<file path="src/rtl/clk_gate_pkg.sv">
// ----------------------------------------------------------------------------
// clk_gate_pkg
//   Shared definitions for the clock-gating control slice.
//   - cg_state_t  : FSM state encoding of the activity/idle monitor
//   - ST_RECOVER  : state an illegal encoding falls back to
//   - cnt_width() : counter width needed to hold 0..max_val
// ----------------------------------------------------------------------------
package clk_gate_pkg;

    typedef enum logic [2:0] {
        ST_RUN   = 3'd0,
        ST_COUNT = 3'd1,
        ST_DRAIN = 3'd2,
        ST_OFF   = 3'd3,
        ST_WAKE  = 3'd4
    } cg_state_t;

    // Encodings 5..7 are unreachable in normal operation; if one ever
    // appears (upset, bad init) the FSM returns to the clock-running state.
    localparam cg_state_t ST_RECOVER = ST_RUN;

    // Width of a counter that must represent every value 0..max_val.
    function automatic int cnt_width(input int max_val);
        return (max_val < 1) ? 1 : $clog2(max_val + 1);
    endfunction

endpackage : clk_gate_pkg

</file>
<file path="src/rtl/cg_sat_counter.sv">
// ----------------------------------------------------------------------------
// cg_sat_counter
//   Loadable / clearable up-down counter that saturates at 0 and at MAX.
//   Priority: clear > load > increment > decrement.
//
//   Ports
//     clk         : clock
//     reset_n     : asynchronous active-low reset (count -> 0)
//     i_clr       : synchronous clear to 0
//     i_load      : synchronous load of i_load_val
//     i_load_val  : value loaded when i_load is high
//     i_inc       : increment, holds at MAX
//     i_dec       : decrement, holds at 0
//     o_count     : current count
// ----------------------------------------------------------------------------
module cg_sat_counter #(
    parameter int W   = 4,
    parameter int MAX = 15
) (
    input  logic         clk,
    input  logic         reset_n,
    input  logic         i_clr,
    input  logic         i_load,
    input  logic [W-1:0] i_load_val,
    input  logic         i_inc,
    input  logic         i_dec,
    output logic [W-1:0] o_count
);

    localparam logic [W-1:0] LP_MAX = W'(MAX);

    logic [W-1:0] r_count;

    always_ff @(posedge clk or negedge reset_n) begin
        if (!reset_n) begin
            r_count <= '0;
        end else if (i_clr) begin
            r_count <= '0;
        end else if (i_load) begin
            r_count <= i_load_val;
        end else if (i_inc) begin
            if (r_count != LP_MAX) r_count <= r_count + W'(1);
        end else if (i_dec) begin
            if (r_count != '0) r_count <= r_count - W'(1);
        end
    end

    assign o_count = r_count;

endmodule : cg_sat_counter

</file>
<file path="src/rtl/activity_idle_monitor.sv">
// ----------------------------------------------------------------------------
// activity_idle_monitor
//   Produces the activity enable for the dynamic clock-gating cell. After
//   IDLE_CYCLES consecutive idle samples it asks the gated logic to quiesce;
//   once the gated logic acknowledges, activity drops. Any busy source, wake
//   request or force-on re-raises activity, and the quiesce request is held
//   for a WAKE_CYCLES warm-up window before being released.
//
//   Ports
//     clk           : free-running (ungated) clock
//     reset_n       : asynchronous active-low reset
//     busy_i        : per-source busy flags (NUM_SRC bits)
//     wake_i        : wake request from the ungated domain
//     force_on_i    : override, keeps the clock running while high
//     quiesce_ack_i : gated logic is drained and safe to stop
//     quiesce_req_o : request for gated logic to drain and hold still
//     activity_o    : clock-gate enable, 1 = clock running
//     state_o       : current FSM state encoding (debug/status)
// ----------------------------------------------------------------------------
module activity_idle_monitor
    import clk_gate_pkg::*;
#(
    parameter int NUM_SRC     = 4,
    parameter int IDLE_CYCLES = 16,
    parameter int WAKE_CYCLES = 2
) (
    input  logic               clk,
    input  logic               reset_n,
    input  logic [NUM_SRC-1:0] busy_i,
    input  logic               wake_i,
    input  logic               force_on_i,
    input  logic               quiesce_ack_i,
    output logic               quiesce_req_o,
    output logic               activity_o,
    output logic [2:0]         state_o
);

    localparam int IW = cnt_width(IDLE_CYCLES);
    localparam int WW = cnt_width(WAKE_CYCLES);

    // The idle count is about to reach IDLE_CYCLES when it currently holds
    // IDLE_CYCLES-1; that edge is the one that enters DRAIN.
    localparam logic [IW-1:0] LP_IDLE_LAST = IW'(IDLE_CYCLES - 1);
    localparam logic [IW-1:0] LP_IDLE_ONE  = IW'(1);
    localparam logic [WW-1:0] LP_WAKE_LOAD = WW'(WAKE_CYCLES);
    localparam logic [WW-1:0] LP_WAKE_ONE  = WW'(1);

    cg_state_t     r_state;
    cg_state_t     w_state_next;

    logic          w_any_busy;
    logic          w_idle_clr;
    logic          w_idle_load;
    logic          w_idle_inc;
    logic          w_wake_load;
    logic          w_wake_dec;
    logic [IW-1:0] w_idle_cnt;
    logic [WW-1:0] w_wake_cnt;
    logic          w_activity;
    logic          w_quiesce_req;

    assign w_any_busy = (|busy_i) | wake_i | force_on_i;

    cg_sat_counter #(
        .W   (IW),
        .MAX (IDLE_CYCLES)
    ) u_idle_timer (
        .clk        (clk),
        .reset_n    (reset_n),
        .i_clr      (w_idle_clr),
        .i_load     (w_idle_load),
        .i_load_val (LP_IDLE_ONE),
        .i_inc      (w_idle_inc),
        .i_dec      (1'b0),
        .o_count    (w_idle_cnt)
    );

    cg_sat_counter #(
        .W   (WW),
        .MAX (WAKE_CYCLES)
    ) u_wake_timer (
        .clk        (clk),
        .reset_n    (reset_n),
        .i_clr      (1'b0),
        .i_load     (w_wake_load),
        .i_load_val (LP_WAKE_LOAD),
        .i_inc      (1'b0),
        .i_dec      (w_wake_dec),
        .o_count    (w_wake_cnt)
    );

    always_ff @(posedge clk or negedge reset_n) begin
        if (!reset_n) r_state <= ST_RUN;
        else          r_state <= w_state_next;
    end

    always_comb begin
        w_state_next = r_state;
        w_idle_clr   = 1'b0;
        w_idle_load  = 1'b0;
        w_idle_inc   = 1'b0;
        w_wake_load  = 1'b0;
        w_wake_dec   = 1'b0;

        case (r_state)
            ST_RUN: begin
                if (w_any_busy) begin
                    w_idle_clr = 1'b1;
                end else begin
                    w_idle_load  = 1'b1;
                    w_state_next = (IDLE_CYCLES == 1) ? ST_DRAIN : ST_COUNT;
                end
            end

            ST_COUNT: begin
                if (w_any_busy) begin
                    w_idle_clr   = 1'b1;
                    w_state_next = ST_RUN;
                end else begin
                    w_idle_inc = 1'b1;
                    if (w_idle_cnt >= LP_IDLE_LAST) w_state_next = ST_DRAIN;
                end
            end

            ST_DRAIN: begin
                // Fresh activity wins over a simultaneous acknowledge.
                if (w_any_busy) begin
                    w_idle_clr   = 1'b1;
                    w_state_next = ST_RUN;
                end else if (quiesce_ack_i) begin
                    w_state_next = ST_OFF;
                end
            end

            ST_OFF: begin
                if (w_any_busy) begin
                    w_idle_clr   = 1'b1;
                    w_wake_load  = 1'b1;
                    w_state_next = ST_WAKE;
                end
            end

            ST_WAKE: begin
                // Warm-up runs to completion; idle samples are discarded.
                w_idle_clr = 1'b1;
                w_wake_dec = 1'b1;
                if (w_wake_cnt <= LP_WAKE_ONE) w_state_next = ST_RUN;
            end

            default: begin
                w_idle_clr   = 1'b1;
                w_state_next = ST_RECOVER;
            end
        endcase
    end

    // Outputs are a pure decode of the state register, so they change only
    // on clock edges (or immediately on reset) and never follow an input.
    always_comb begin
        w_activity    = 1'b1;
        w_quiesce_req = 1'b0;
        case (r_state)
            ST_DRAIN: w_quiesce_req = 1'b1;
            ST_OFF: begin
                w_activity    = 1'b0;
                w_quiesce_req = 1'b1;
            end
            ST_WAKE:  w_quiesce_req = 1'b1;
            default: begin
                w_activity    = 1'b1;
                w_quiesce_req = 1'b0;
            end
        endcase
    end

    assign activity_o    = w_activity;
    assign quiesce_req_o = w_quiesce_req;
    assign state_o       = r_state;

endmodule : activity_idle_monitor

</file>
<file path="config.mk">
export PLATFORM = sky130hd
export DESIGN_NAME = activity_idle_monitor
export DESIGN_NICKNAME = d
export VERILOG_FILES = /design/src/rtl/clk_gate_pkg.sv /design/src/rtl/cg_sat_counter.sv /design/src/rtl/activity_idle_monitor.sv
export SDC_FILE = /design/constraint.sdc
export NUM_CORES = 1
export LEC_CHECK = 0
export ABC_AREA = 1
export BUFFER_PORTS_ARGS = -buffer_cell sky130_fd_sc_hd__buf_2
export CAP_MARGIN = 40
export CORE_MARGIN = 2
export CORE_UTILIZATION = 51
export CTS_BUF_LIST = sky130_fd_sc_hd__clkbuf_4
export DETAILED_ROUTE_END_ITERATION = 16
export HOLD_SLACK_MARGIN = 0.05
export PLACE_DENSITY = 0.77
export SYNTH_ARGS = -nofsm -noshare
export SYNTH_HDL_FRONTEND = slang
export SYNTH_SLANG_ARGS = --single-unit
export TNS_END_PERCENT = 1
</file>
<file path="constraint.sdc">
create_clock -name clk -period 1.8 [get_ports clk]
set_clock_uncertainty 0.1 [all_clocks]
set_input_delay 0.18 -clock clk [delete_from_list [all_inputs] [get_ports clk]]
set_output_delay 0.18 -clock clk [all_outputs]
set_load 0.02 [all_outputs]
</file>
==> impl_metrics.toml <==
[hold_path]
hold_depth = 4
hold_path.class = "input pin to flip-flop"
hold_start = "quiesce_ack_i"
hold-path-endpoint = "state_o[0]$_DFFE_PN0P_"

[job]
max-cap-violations = 0

[sta]
timing_hold_violations_final = 0
maxClockFrequency_mhz = 596
grt_setup_unrepaired = "false"
setup_total_neg_slack_ns = 0
max_transition_margin_pct = 79.0
finalCritPeriodShare_pct = 93.3
tightest_slew_ns = 0.311
finalWorstPathRequiredPeriod_ns = 1.68
setup_viol = 0
finalMaxSlewViolations = 0

[pwr]
clockPowerShare_pct = 16.1
switching_share_pct = 47.0
static_leakage_nw = 0.490
internal-power_uw = 531
total_switching_power_uw = 470
post-layout-total-power_mw = 1.00
power.density_nw_per_um2 = 1120
comb_pwr_share_pct = 49.9
vdd.ir_drop.worst_v = 0.000664
share_seq_of_total_power_pct = 34.1

[drt]
route.final.wire_length_um = 1550
drt-wirelength-per-cell_um = 10.9
drt_first_iter_violations = 14
via_count = 745
routed_via_density = 5.25
final_antenna_net_count = 0
drc = 0
drt_pre_antenna_iters = 4

[setup_path]
path_buf_inv = 0
required_ns = 1.87
critical_path.slowest_cell = "sky130_fd_sc_hd__dfrtp_1"
regToRegStartpoint = "u_idle_timer.o_count[1]$_DFFE_PN0P_"
cp.arrival_ns = 1.75
timing.critical_path.fanout_max = 4
crit-reg2reg-capture = "state_o[1]$_DFFE_PN0P_"
category_of_cells_accounting_for_the_largest_share_of_critical_path_delay = "simple AND/OR/NAND/NOR gates"
critical_path_cell_count = 9
worstRegToRegCells = 9
cp_cell_sequence = "ha_2, nand2_2, nor2_1, ha_1, or2_2, nor2_2, nand2_1, nand4_1, a21oi_1"
end_kind = "flip-flop"
critical_path_class = "flip-flop to flip-flop"
r2r_slack_ns = 0.12
crit_path_max_incr_delay_ns = 0.41
critPathLaunchType = "flip-flop"

[placement]
placed_cell_area_um2 = 848
dp.cells = 137
numPortBuffers = 13
routabilityCongestion = 0.829
dpl.hpwl_um = 1200

[final_layout]
num_antenna_cells = 0
drive_above_1_share_pct = 25.2
postLayoutCellArea_um2 = 892
layout.cells.non_filler = 142
layout-area-overhead-vs-synth_pct = 16.7
layout.nets = 142
fin_util_pct = 66.1

[synth]
yosys_warnings = 0
syn_area_per_cell_um2 = 7.01
register_area_share_after_synthesis_pct = 32.7
synth_most_common_cell = "sky130_fd_sc_hd__nand2_1"
synth_edf_count = 0
synthDominantAreaCellType = "sky130_fd_sc_hd__dfrtp_1"
synth_top_cells_by_area = "sky130_fd_sc_hd__dfrtp_1 (33%), sky130_fd_sc_hd__nand2_1 (13%), sky130_fd_sc_hd__inv_1 (10%), sky130_fd_sc_hd__ha_1 (8.2%), sky130_fd_sc_hd__nor2_1 (5.4%)"
synth_top_cell_area_share_pct = 32.7
netlist-cell-type-count = 25
postSynthCellCount = 109
synth_flop_cell = "sky130_fd_sc_hd__dfrtp_1"
synth_commonest_cells = "sky130_fd_sc_hd__nand2_1 (26), sky130_fd_sc_hd__inv_1 (21), sky130_fd_sc_hd__nor2_1 (11), sky130_fd_sc_hd__dfrtp_1 (10), sky130_fd_sc_hd__nand3_1 (8)"
synth_nets = 123
synth-seq-cells = 10
share_of_async_settable_or_async_resettable_flops_after_synthesis_pct = 100
synth_area_um2 = 764

[floorplanning]
dieHeight_um = 42.7
floorplan.core_area_um2 = 1350
top_level_ports = 14
die_width_um = 42.7
start_util_pct = 56.6
die_area_um2 = 1820
rows = 13

[clock_tree]
ctsLongestPathBuffers = 2
h-tree-depth = 1
path_clk_slew_ns = 0.07
cts_post_setup_buffers_inserted = 0
numClockSinks = 10
tritoncts = "yes"
cts_made_buffers = 3
clock_tree.root_cell = "sky130_fd_sc_hd__clkbuf_4"
worstSkewPairLatency_ns = 0.27

[global_route]
grt_use_total_pct = 19.1
grt_first_pass_wirelength_um = 2620
grt_max_degree = 11
first_global_vias = 652
grt.overflow.total = 0
grt_antenna_before_repair = 0

[run_status]
result_of_the_run = "completed"
==> power by group through the flow <==
stage | registers, mW | logic (mW) | clock network, mW
2_1_floorplan | 0.366 | 0.337 | 0
4_1_cts | 0.341 | 0.500 | 0.165
5_1_grt | 0.346 | 0.571 | 0.177
3_5_place_dp | 0.346 | 0.496 | 0
6_report | 0.341 | 0.499 | 0.161
3_3_place_gp | 0.343 | 0.485 | 0
==> cell families (layout without fill, tap and decap cells) <==
| family | count (synthesis) | in the layout | synth area share, % |
|---|---|---|---|
| and+or+nand+nor | 58 | 58 | 37.2 |
| buffers and inverters | 23 | 41 | 11.3 |
| AOI/OAI and AO/OA | 13 | 13 | 10.6 |
| DFF | 10 | 10 | 32.7 |
| adders and majority gates | 5 | 5 | 8.18 |
==> state kept, by name (all words and copies together), names as in the netlist <==
name,flops
u_idle_timer.o_count,5
state_o,3
u_wake_timer.o_count,2
==> worst max path at each step <==
stage | from | end | slack, ns
final | u_idle_timer.o_count[1]$_DFFE_PN0P_ | state_o[1]$_DFFE_PN0P_ | 0.12
after global routing | u_idle_timer.o_count[1]$_DFFE_PN0P_ | state_o[1]$_DFFE_PN0P_ | 0.01
after CTS | u_idle_timer.o_count[0]$_DFFE_PN0P_ | state_o[1]$_DFFE_PN0P_ | 0.07
after detailed placement | u_idle_timer.o_count[0]$_DFFE_PN0P_ | state_o[1]$_DFFE_PN0P_ | 0.08
after global placement | u_idle_timer.o_count[0]$_DFFE_PN0P_ | state_o[1]$_DFFE_PN0P_ | 0.10
after floorplan | u_idle_timer.o_count[0]$_DFFE_PN0P_ | state_o[1]$_DFFE_PN0P_ | 0.15
==> layout by cell type, fill, tap and decap left out, types with 2 or more instances in the layout <==
master,n
sky130_fd_sc_hd__a21oi_1,2
sky130_fd_sc_hd__buf_2,13
sky130_fd_sc_hd__clkbuf_4,3
sky130_fd_sc_hd__clkinv_1,2
sky130_fd_sc_hd__dfrtp_1,10
sky130_fd_sc_hd__ha_1,4
sky130_fd_sc_hd__inv_1,21
sky130_fd_sc_hd__nand2_1,25
sky130_fd_sc_hd__nand2_2,2
sky130_fd_sc_hd__nand3_1,8
sky130_fd_sc_hd__nor2_1,10
sky130_fd_sc_hd__nor2_2,4
sky130_fd_sc_hd__nor3_1,2
sky130_fd_sc_hd__o21ai_0,4
sky130_fd_sc_hd__o21ai_1,2
sky130_fd_sc_hd__o21ai_2,2
==> area by class of cell <==
| type | instances | area [um2] |
|---|---|---|
| clock inverter | 1 | 3.75 |
| inverter | 23 | 86.3 |
| fill | 124 | 458 |
| multi-input combinational | 76 | 435 |
| sequential | 10 | 250 |
| clock buffer | 3 | 22.5 |
| tap | 15 | 18.8 |
| timing repair buffer | 14 | 75.1 |
==> through the flow <==
step	setup slack, ns	hold slack, ns
finish	0.121	0.186
global placement	0.102	-0.0472
detailed placement	0.0843	-0.0459
floorplan	0.154	-0.216
CTS	0.0723	0.181
global route	0.00957	0.210
==> timing repair <==
item | in CTS | in global routing
resized for setup | 0 | 3
hold buffers | 1 | 0
hold endpoints to repair | 10 | 0
setup endpoints to repair | 0 | 2
==> tightest hold or removal path, delay by kind of cell <==
family	cells	cell delay, ns
AOI/OAI and AO/OA	1	0.15
buffers and inverters	2	0.10
and+or+nand+nor	1	0.10
==> per-layer routing <==
metal	share of wire [%]	track usage [%]	vias up	wire length [um]
met1	44	23.5	340	683
met2	49	31.5	20	760
met4	0.97	5.63	0	15
met5	0	0	-	0
li1	-	-	380	-
met3	5.6	6.38	5	86
Note: power is estimated with default switching activity, not from simulation.
